<file path="src/rtl/pipe_ctrl_pkg.sv">
// Shared types and defaults for the pipeline stall/flush controller.
// Holds the controller state encoding and the debug hazard-reason codes.
package pipe_ctrl_pkg;

  localparam int DEF_NUM_REGS     = 8;
  localparam int DEF_IDX_W        = 3;
  localparam int DEF_LAT_W        = 2;
  localparam int DEF_FLUSH_CYCLES = 2;

  typedef enum logic [0:0] {
    ST_RUN   = 1'b0,
    ST_DRAIN = 1'b1
  } ctrl_state_e;

  typedef enum logic [1:0] {
    HZ_NONE = 2'd0,
    HZ_SRC1 = 2'd1,
    HZ_SRC2 = 2'd2,
    HZ_WAW  = 2'd3
  } hazard_reason_e;

  // First matching dependency wins; HZ_NONE means the RR instruction is clear.
  function automatic hazard_reason_e hazard_reason(input logic src1_hit,
                                                   input logic src2_hit,
                                                   input logic dst_hit);
    hazard_reason_e r;
    if (src1_hit) begin
      r = HZ_SRC1;
    end else if (src2_hit) begin
      r = HZ_SRC2;
    end else if (dst_hit) begin
      r = HZ_WAW;
    end else begin
      r = HZ_NONE;
    end
    return r;
  endfunction

endpackage

</file>
<file path="src/rtl/hazard_scoreboard.sv">
// Per-register busy-counter scoreboard tracking cycles until each in-flight
// register write becomes readable, with combinational busy lookups.
module hazard_scoreboard
  import pipe_ctrl_pkg::*;
#(
  parameter int NUM_REGS = DEF_NUM_REGS,
  parameter int IDX_W    = DEF_IDX_W,
  parameter int LAT_W    = DEF_LAT_W
) (
  input  logic                clk,
  input  logic                rst,
  input  logic                update_en,
  input  logic                load_en,
  input  logic [IDX_W-1:0]    load_idx,
  input  logic [LAT_W-1:0]    load_val,
  input  logic [IDX_W-1:0]    src1_idx,
  input  logic [IDX_W-1:0]    src2_idx,
  input  logic [IDX_W-1:0]    dst_idx,
  output logic                src1_busy,
  output logic                src2_busy,
  output logic                dst_busy,
  output logic [NUM_REGS-1:0] busy
);

  logic [LAT_W-1:0]    cnt_r [NUM_REGS];
  logic [NUM_REGS-1:0] busy_s;

  // Counter update: decrement toward zero, a new issue load overrides its entry.
  always_ff @(posedge clk) begin
    if (rst) begin
      for (int i = 0; i < NUM_REGS; i++) begin
        cnt_r[i] <= '0;
      end
    end else if (update_en) begin
      for (int i = 0; i < NUM_REGS; i++) begin
        if (load_en && (load_idx == IDX_W'(i))) begin
          cnt_r[i] <= load_val;
        end else if (cnt_r[i] != '0) begin
          cnt_r[i] <= cnt_r[i] - LAT_W'(1);
        end
      end
    end
  end

  // Busy flag per register.
  always_comb begin
    busy_s = '0;
    for (int i = 0; i < NUM_REGS; i++) begin
      busy_s[i] = (cnt_r[i] != '0);
    end
  end

  assign busy      = busy_s;
  assign src1_busy = busy_s[src1_idx];
  assign src2_busy = busy_s[src2_idx];
  assign dst_busy  = busy_s[dst_idx];

endmodule

</file>
<file path="src/rtl/pipe_hazard_ctrl.sv">
// Central stall/flush controller: redirect drain FSM, memory back-pressure,
// RAW/WAW interlock and issue control for the if_de, de_rr and rr_ex registers.
module pipe_hazard_ctrl
  import pipe_ctrl_pkg::*;
#(
  parameter int NUM_REGS     = DEF_NUM_REGS,
  parameter int IDX_W        = DEF_IDX_W,
  parameter int LAT_W        = DEF_LAT_W,
  parameter int FLUSH_CYCLES = DEF_FLUSH_CYCLES
) (
  input  logic                clk,
  input  logic                rst,
  input  logic                rr_valid,
  input  logic [IDX_W-1:0]    rr_src1_idx,
  input  logic                rr_src1_used,
  input  logic [IDX_W-1:0]    rr_src2_idx,
  input  logic                rr_src2_used,
  input  logic [IDX_W-1:0]    rr_dst_idx,
  input  logic                rr_dst_we,
  input  logic [LAT_W-1:0]    rr_lat,
  input  logic                mem_busy,
  input  logic                ex_redirect,
  output logic                stall_if_de,
  output logic                stall_de_rr,
  output logic                stall_rr_ex,
  output logic                flush_if_de,
  output logic                flush_de_rr,
  output logic                flush_rr_ex,
  output logic                issue,
  output logic [NUM_REGS-1:0] sb_busy
);

  localparam int DRAIN_W = $clog2(FLUSH_CYCLES + 1);

  ctrl_state_e         state_r, next_state_s;
  logic [DRAIN_W-1:0]  drain_cnt_r, drain_next_s;
  logic                src1_busy_s, src2_busy_s, dst_busy_s;
  logic [NUM_REGS-1:0] busy_s;
  hazard_reason_e      reason_s;
  logic                hazard_s;
  logic                freeze_s;
  logic                stall_fe_s, stall_rr_s, flush_fe_s, flush_rr_s, issue_s;

  hazard_scoreboard #(
    .NUM_REGS (NUM_REGS),
    .IDX_W    (IDX_W),
    .LAT_W    (LAT_W)
  ) u_sb (
    .clk       (clk),
    .rst       (rst),
    .update_en (~freeze_s),
    .load_en   (issue_s & rr_dst_we & (rr_lat != '0)),
    .load_idx  (rr_dst_idx),
    .load_val  (rr_lat),
    .src1_idx  (rr_src1_idx),
    .src2_idx  (rr_src2_idx),
    .dst_idx   (rr_dst_idx),
    .src1_busy (src1_busy_s),
    .src2_busy (src2_busy_s),
    .dst_busy  (dst_busy_s),
    .busy      (busy_s)
  );

  assign reason_s = hazard_reason(rr_src1_used & src1_busy_s,
                                  rr_src2_used & src2_busy_s,
                                  rr_dst_we & dst_busy_s);
  assign hazard_s = rr_valid & (reason_s != HZ_NONE);

  // Controller state and drain counter.
  always_ff @(posedge clk) begin
    if (rst) begin
      state_r     <= ST_RUN;
      drain_cnt_r <= '0;
    end else begin
      state_r     <= next_state_s;
      drain_cnt_r <= drain_next_s;
    end
  end

  // Priority: redirect, drain, memory back-pressure, hazard bubble, issue.
  always_comb begin
    next_state_s = state_r;
    drain_next_s = drain_cnt_r;
    freeze_s     = 1'b0;
    stall_fe_s   = 1'b0;
    stall_rr_s   = 1'b0;
    flush_fe_s   = 1'b0;
    flush_rr_s   = 1'b0;
    issue_s      = 1'b0;
    case (state_r)
      ST_RUN: begin
        if (ex_redirect && !mem_busy) begin
          flush_fe_s   = 1'b1;
          flush_rr_s   = 1'b1;
          next_state_s = ST_DRAIN;
          drain_next_s = DRAIN_W'(FLUSH_CYCLES);
        end else if (mem_busy) begin
          stall_fe_s = 1'b1;
          stall_rr_s = 1'b1;
          freeze_s   = 1'b1;
        end else if (hazard_s) begin
          stall_fe_s = 1'b1;
          flush_rr_s = 1'b1;
        end else begin
          issue_s = rr_valid;
        end
      end
      ST_DRAIN: begin
        flush_fe_s = 1'b1;
        flush_rr_s = 1'b1;
        if (drain_cnt_r <= DRAIN_W'(1)) begin
          next_state_s = ST_RUN;
          drain_next_s = '0;
        end else begin
          drain_next_s = drain_cnt_r - DRAIN_W'(1);
        end
      end
      default: begin
        next_state_s = ST_RUN;
        drain_next_s = '0;
      end
    endcase
  end

  // Everything reads as idle while reset is held.
  assign stall_if_de = stall_fe_s & ~rst;
  assign stall_de_rr = stall_fe_s & ~rst;
  assign stall_rr_ex = stall_rr_s & ~rst;
  assign flush_if_de = flush_fe_s & ~rst;
  assign flush_de_rr = flush_fe_s & ~rst;
  assign flush_rr_ex = flush_rr_s & ~rst;
  assign issue       = issue_s & ~rst;
  assign sb_busy     = busy_s & {NUM_REGS{~rst}};

endmodule

</file>
<file path="config.mk">
export PLATFORM = sky130hd
export DESIGN_NAME = pipe_hazard_ctrl
export DESIGN_NICKNAME = d
export VERILOG_FILES = /design/src/rtl/pipe_ctrl_pkg.sv /design/src/rtl/hazard_scoreboard.sv /design/src/rtl/pipe_hazard_ctrl.sv
export SDC_FILE = /design/constraint.sdc
export NUM_CORES = 1
export LEC_CHECK = 0
export ABC_AREA = 1
export BUFFER_PORTS_ARGS = -buffer_cell sky130_fd_sc_hd__buf_2
export CAP_MARGIN = 30
export CORE_ASPECT_RATIO = 0.6
export CORE_UTILIZATION = 40
export CTS_CLUSTER_SIZE = 25
export DETAILED_ROUTE_END_ITERATION = 10
export PLACE_DENSITY = 0.68
export SYNTH_ARGS = -nofsm -noshare
export SYNTH_HDL_FRONTEND = slang
export SYNTH_SLANG_ARGS = --single-unit
</file>
<file path="constraint.sdc">
create_clock -name clk -period 2.8 [get_ports clk]
set_clock_uncertainty 0.2 [all_clocks]
set_input_delay 0.14 -clock clk [delete_from_list [all_inputs] [get_ports clk]]
set_output_delay 0.14 -clock clk [all_outputs]
set_load 0.02 [all_outputs]
</file>
==> summary.txt <==
Setup path
  • Critical Path AT: 2.02 ns
  • Critical Path Sink Type: output port
  • Data required time of the worst path: 2.46 ns
  • CP Launch Type: flop
  • R2R Path End: u_sb.cnt_r[2][2]
  • CP Class: reg2out
  • Crit-path max FO: 7
  • R2r worst-path depth: 14
  • Worst r2r src: u_sb.cnt_r[1][0]
  • R2R setup slack: 0.56 ns

Placement
  • Final Wtd Congestion: 0.896
  • DPL Wire Length: 3.05 mm
  • Placed Instances: 326
  • I/O Buffers: 33

Global routing
  • Most used routing layer: met2
  • First-pass GRT wire length: 6.59 mm
  • M1 GR Usage: 28.3%
  • Largest net degree at the start of global routing: 18
  • Met2 usage: 30.2%
  • Total track usage: 19.8%
  • Vias in the first global route: 1438
  • Met3 usage: 4.29%
  • GRT overflow: 0
  • Initial antenna violation count: 0

Drt
  • DRT Pass-1 Iters: 8
  • Routed WL per cell: 11.8 um
  • Vias per Instance: 4.85
  • DR DRC count: 6
  • Initial DRC count: 107
  • Routed WL: 3.90 mm
  • Via count: 1607
  • Antenna Nets Post-Route: 0

Synthesis
  • Syn Nets: 280
  • Mapped Cells: 253
  • Post-synth top area cell: edfxtp_1
  • Seq/Total Area, Yosys: 33.1%
  • Yosys cell types: 26
  • Syn Std Cell Area: 1630 sq um
  • Mapped Avg Cell Area: 6.46 sq um
  • Yosys warns: 0
  • #FFs+latches synth: 19
  • Synth area leaders: edfxtp_1 29%, nand2_1 17%, inv_1 8.5%, nor2_1 8.3%, ha_1 6.1%
  • Top-area cell type share of the netlist area: 29.4%

Power and ir drop
  • Pwr Density: 432 nW/um^2
  • Maximum vdd drop: 0.202 mV
  • Pleak: 0.000991 uW
  • Design Power: 808 uW

STA
  • Slew of the pin with the lowest slew margin: 0.350 ns
  • Final Slew Violations: 0
  • Final setup viols: 0
  • Setup_tns: 0 ns
  • Min cycle time layout: 2.36 ns
  • Final hold vios: 0
  • Slew headroom: 76.6%
  • Final worst path period share: 84.4%
  • Unrepaired setup endpoints after global routing: no
  • Fmax: 0.423 GHz

Clock tree
  • H-tree levels: 1
  • Clk root buf: clkbuf_8
  • Clock-pin transition on the worst setup and hold timing paths: 0.08 ns
  • Clock Tree Buf Depth: 2
  • Clk_lat worst skew: 0.26 ns
  • CTS tree: yes
  • CTS sink count: 19
  • Post CTS Setup Buffer Count: 0
  • CTS buffer count: 3

Hold path
  • Hold depth: 4
  • Worst Hold Launch: mem_busy
  • Hold/Removal Path Class: in2reg
  • Worst hold path endpoint: drain_cnt_r[1]

Die
  • Die area: 4350 sq um
  • Initial Util: 43.2%
  • Die H: 51.5 um
  • Area of the core: 3790 sq um
  • Num ports: 34
  • Num rows: 17
  • Die width: 84.5 um

Final layout
  • Util after Layout: 49.4%
  • Synth-to-Final Area Change: 14.4%
  • Finished Layout Cells: 331
  • Nets@finish: 312
  • Antenna cell count: 0
  • Filler cells: 408
  • Fraction of layout cells with a size suffix above 1: 19.4%

Run status
  • Status: finished, violations left
  • Failing checks: design-rule violations

Job
  • Max Cap Viol: 0
registers in the layout (all words and copies together) (netlist names):
| signal | cells |
|---|---|
| u_sb.cnt_r | 16 |
| drain_cnt_r | 2 |
| state_r | 1 |
report_power, final:
group	switching (uW)	internal, uW	total [uW]
logic	178	88.0	266
registers	8.15	334	342
clock network	99.8	99.3	199
total	286	521	808
per-stage QoR:
step | hold WS [ns] | area, sq um | setup WS [ns]
3_3_place_gp | 0.233 | 1810 | 0.565
4_1_cts | 0.0262 | 1870 | 0.443
3_5_place_dp | 0.229 | 1810 | 0.574
2_1_floorplan | 0.106 | 1630 | 0.699
5_1_grt | 0.0509 | 1870 | 0.193
6_report | 0.0259 | 1870 | 0.437
worst max-delay path by stage:
stage	startpoint	endpoint	slack, ns	cells after the start
after floorplan	u_sb.cnt_r[3][0]	stall_if_de	0.70	12
after global placement	u_sb.cnt_r[3][0]	u_sb.cnt_r[2][3]	0.56	12
after detailed placement	u_sb.cnt_r[1][0]	u_sb.cnt_r[2][2]	0.57	14
after CTS	u_sb.cnt_r[1][0]	stall_de_rr	0.44	14
after global routing	u_sb.cnt_r[1][0]	stall_if_de	0.19	14
final	u_sb.cnt_r[1][0]	stall_if_de	0.44	14
cell families after synthesis:
logic type	Yosys count	synth area share, %
adder cells (fa/ha/maj)	8	6.13
flip-flops	19	33.1
buffers and inverters	54	13.6
AND/OR/NAND/NOR	151	40.4
AO/OA/AOI/OAI	21	6.81
layout by cell type, fill, tap and decap left out, drive strengths merged:
cell          n
a21oi         4
edfxtp       16
nand3b        2
clkbuf        3
clkinv        2
inv          46
buf          33
nand4         7
nor3          3
nor2         41
ha            8
o21ai        15
or2           1
o32ai         1
nand2        77
dlygate4sd3   1
dfxtp         3
a211oi        1
nand3        20
synth_stat cells:
| cell type | n |
|---|---|
| o32ai_1 | 1 |
| buf_2 | 3 |
| nand3_1 | 20 |
| nand3b_1 | 2 |
| edfxtp_1 | 16 |
| a21oi_1 | 4 |
| buf_6 | 1 |
| buf_1 | 1 |
| nor2_1 | 36 |
| buf_4 | 2 |
| dfxtp_1 | 3 |
| inv_1 | 37 |
| nor3_1 | 2 |
| inv_2 | 9 |
| nor2_4 | 2 |
| o21ai_1 | 5 |
| nor2_2 | 3 |
| clkinv_2 | 1 |
| nand4_1 | 7 |
| ha_1 | 8 |
| nand2_2 | 1 |
| or2_2 | 1 |
| a211oi_1 | 1 |
| o21ai_0 | 10 |
| nor3_4 | 1 |
| nand2_1 | 76 |
per-layer routing:
| metal | up-vias | wire [um] |
|---|---|---|
| li1 | 864 | - |
| met1 | 678 | 1960 |
| met2 | 60 | 1520 |
| met3 | 5 | 373 |
| met4 | 0 | 40 |
| met5 | - | 0 |
worst max-delay path: stages (launching register included):
cell and delay, ns:
edfxtp_1 0.40, inv_1 0.07, ha_1 0.27, nand2_1 0.08
nand2_1 0.06, nand2_1 0.04, nand2_1 0.06, nand2_1 0.05
nand2_1 0.07, nor2_2 0.05, nor2_4 0.20, nor2_1 0.08
nor2_1 0.11, nor2_1 0.06, buf_2 0.15
area by class of cell:
| type | count | area, sq um | share of cell area, % |
|---|---|---|---|
| sequential | 19 | 541 | 28.9 |
| tap | 47 | 58.8 | 3.15 |
| clock buffer | 3 | 41.3 | 2.21 |
| timing repair buffer | 34 | 175 | 9.37 |
| multi-input combinational | 180 | 871 | 46.6 |
| clock inverter | 1 | 5.00 | 0.268 |
| inverter | 47 | 178 | 9.50 |
repair_timing:
action / CTS / global route
endpoints found under the hold margin: 1 / 0
resized for setup: 0 / 0
hold buffers: 1 / 0
No activity file was read; power rests on OpenSTA's default activity.
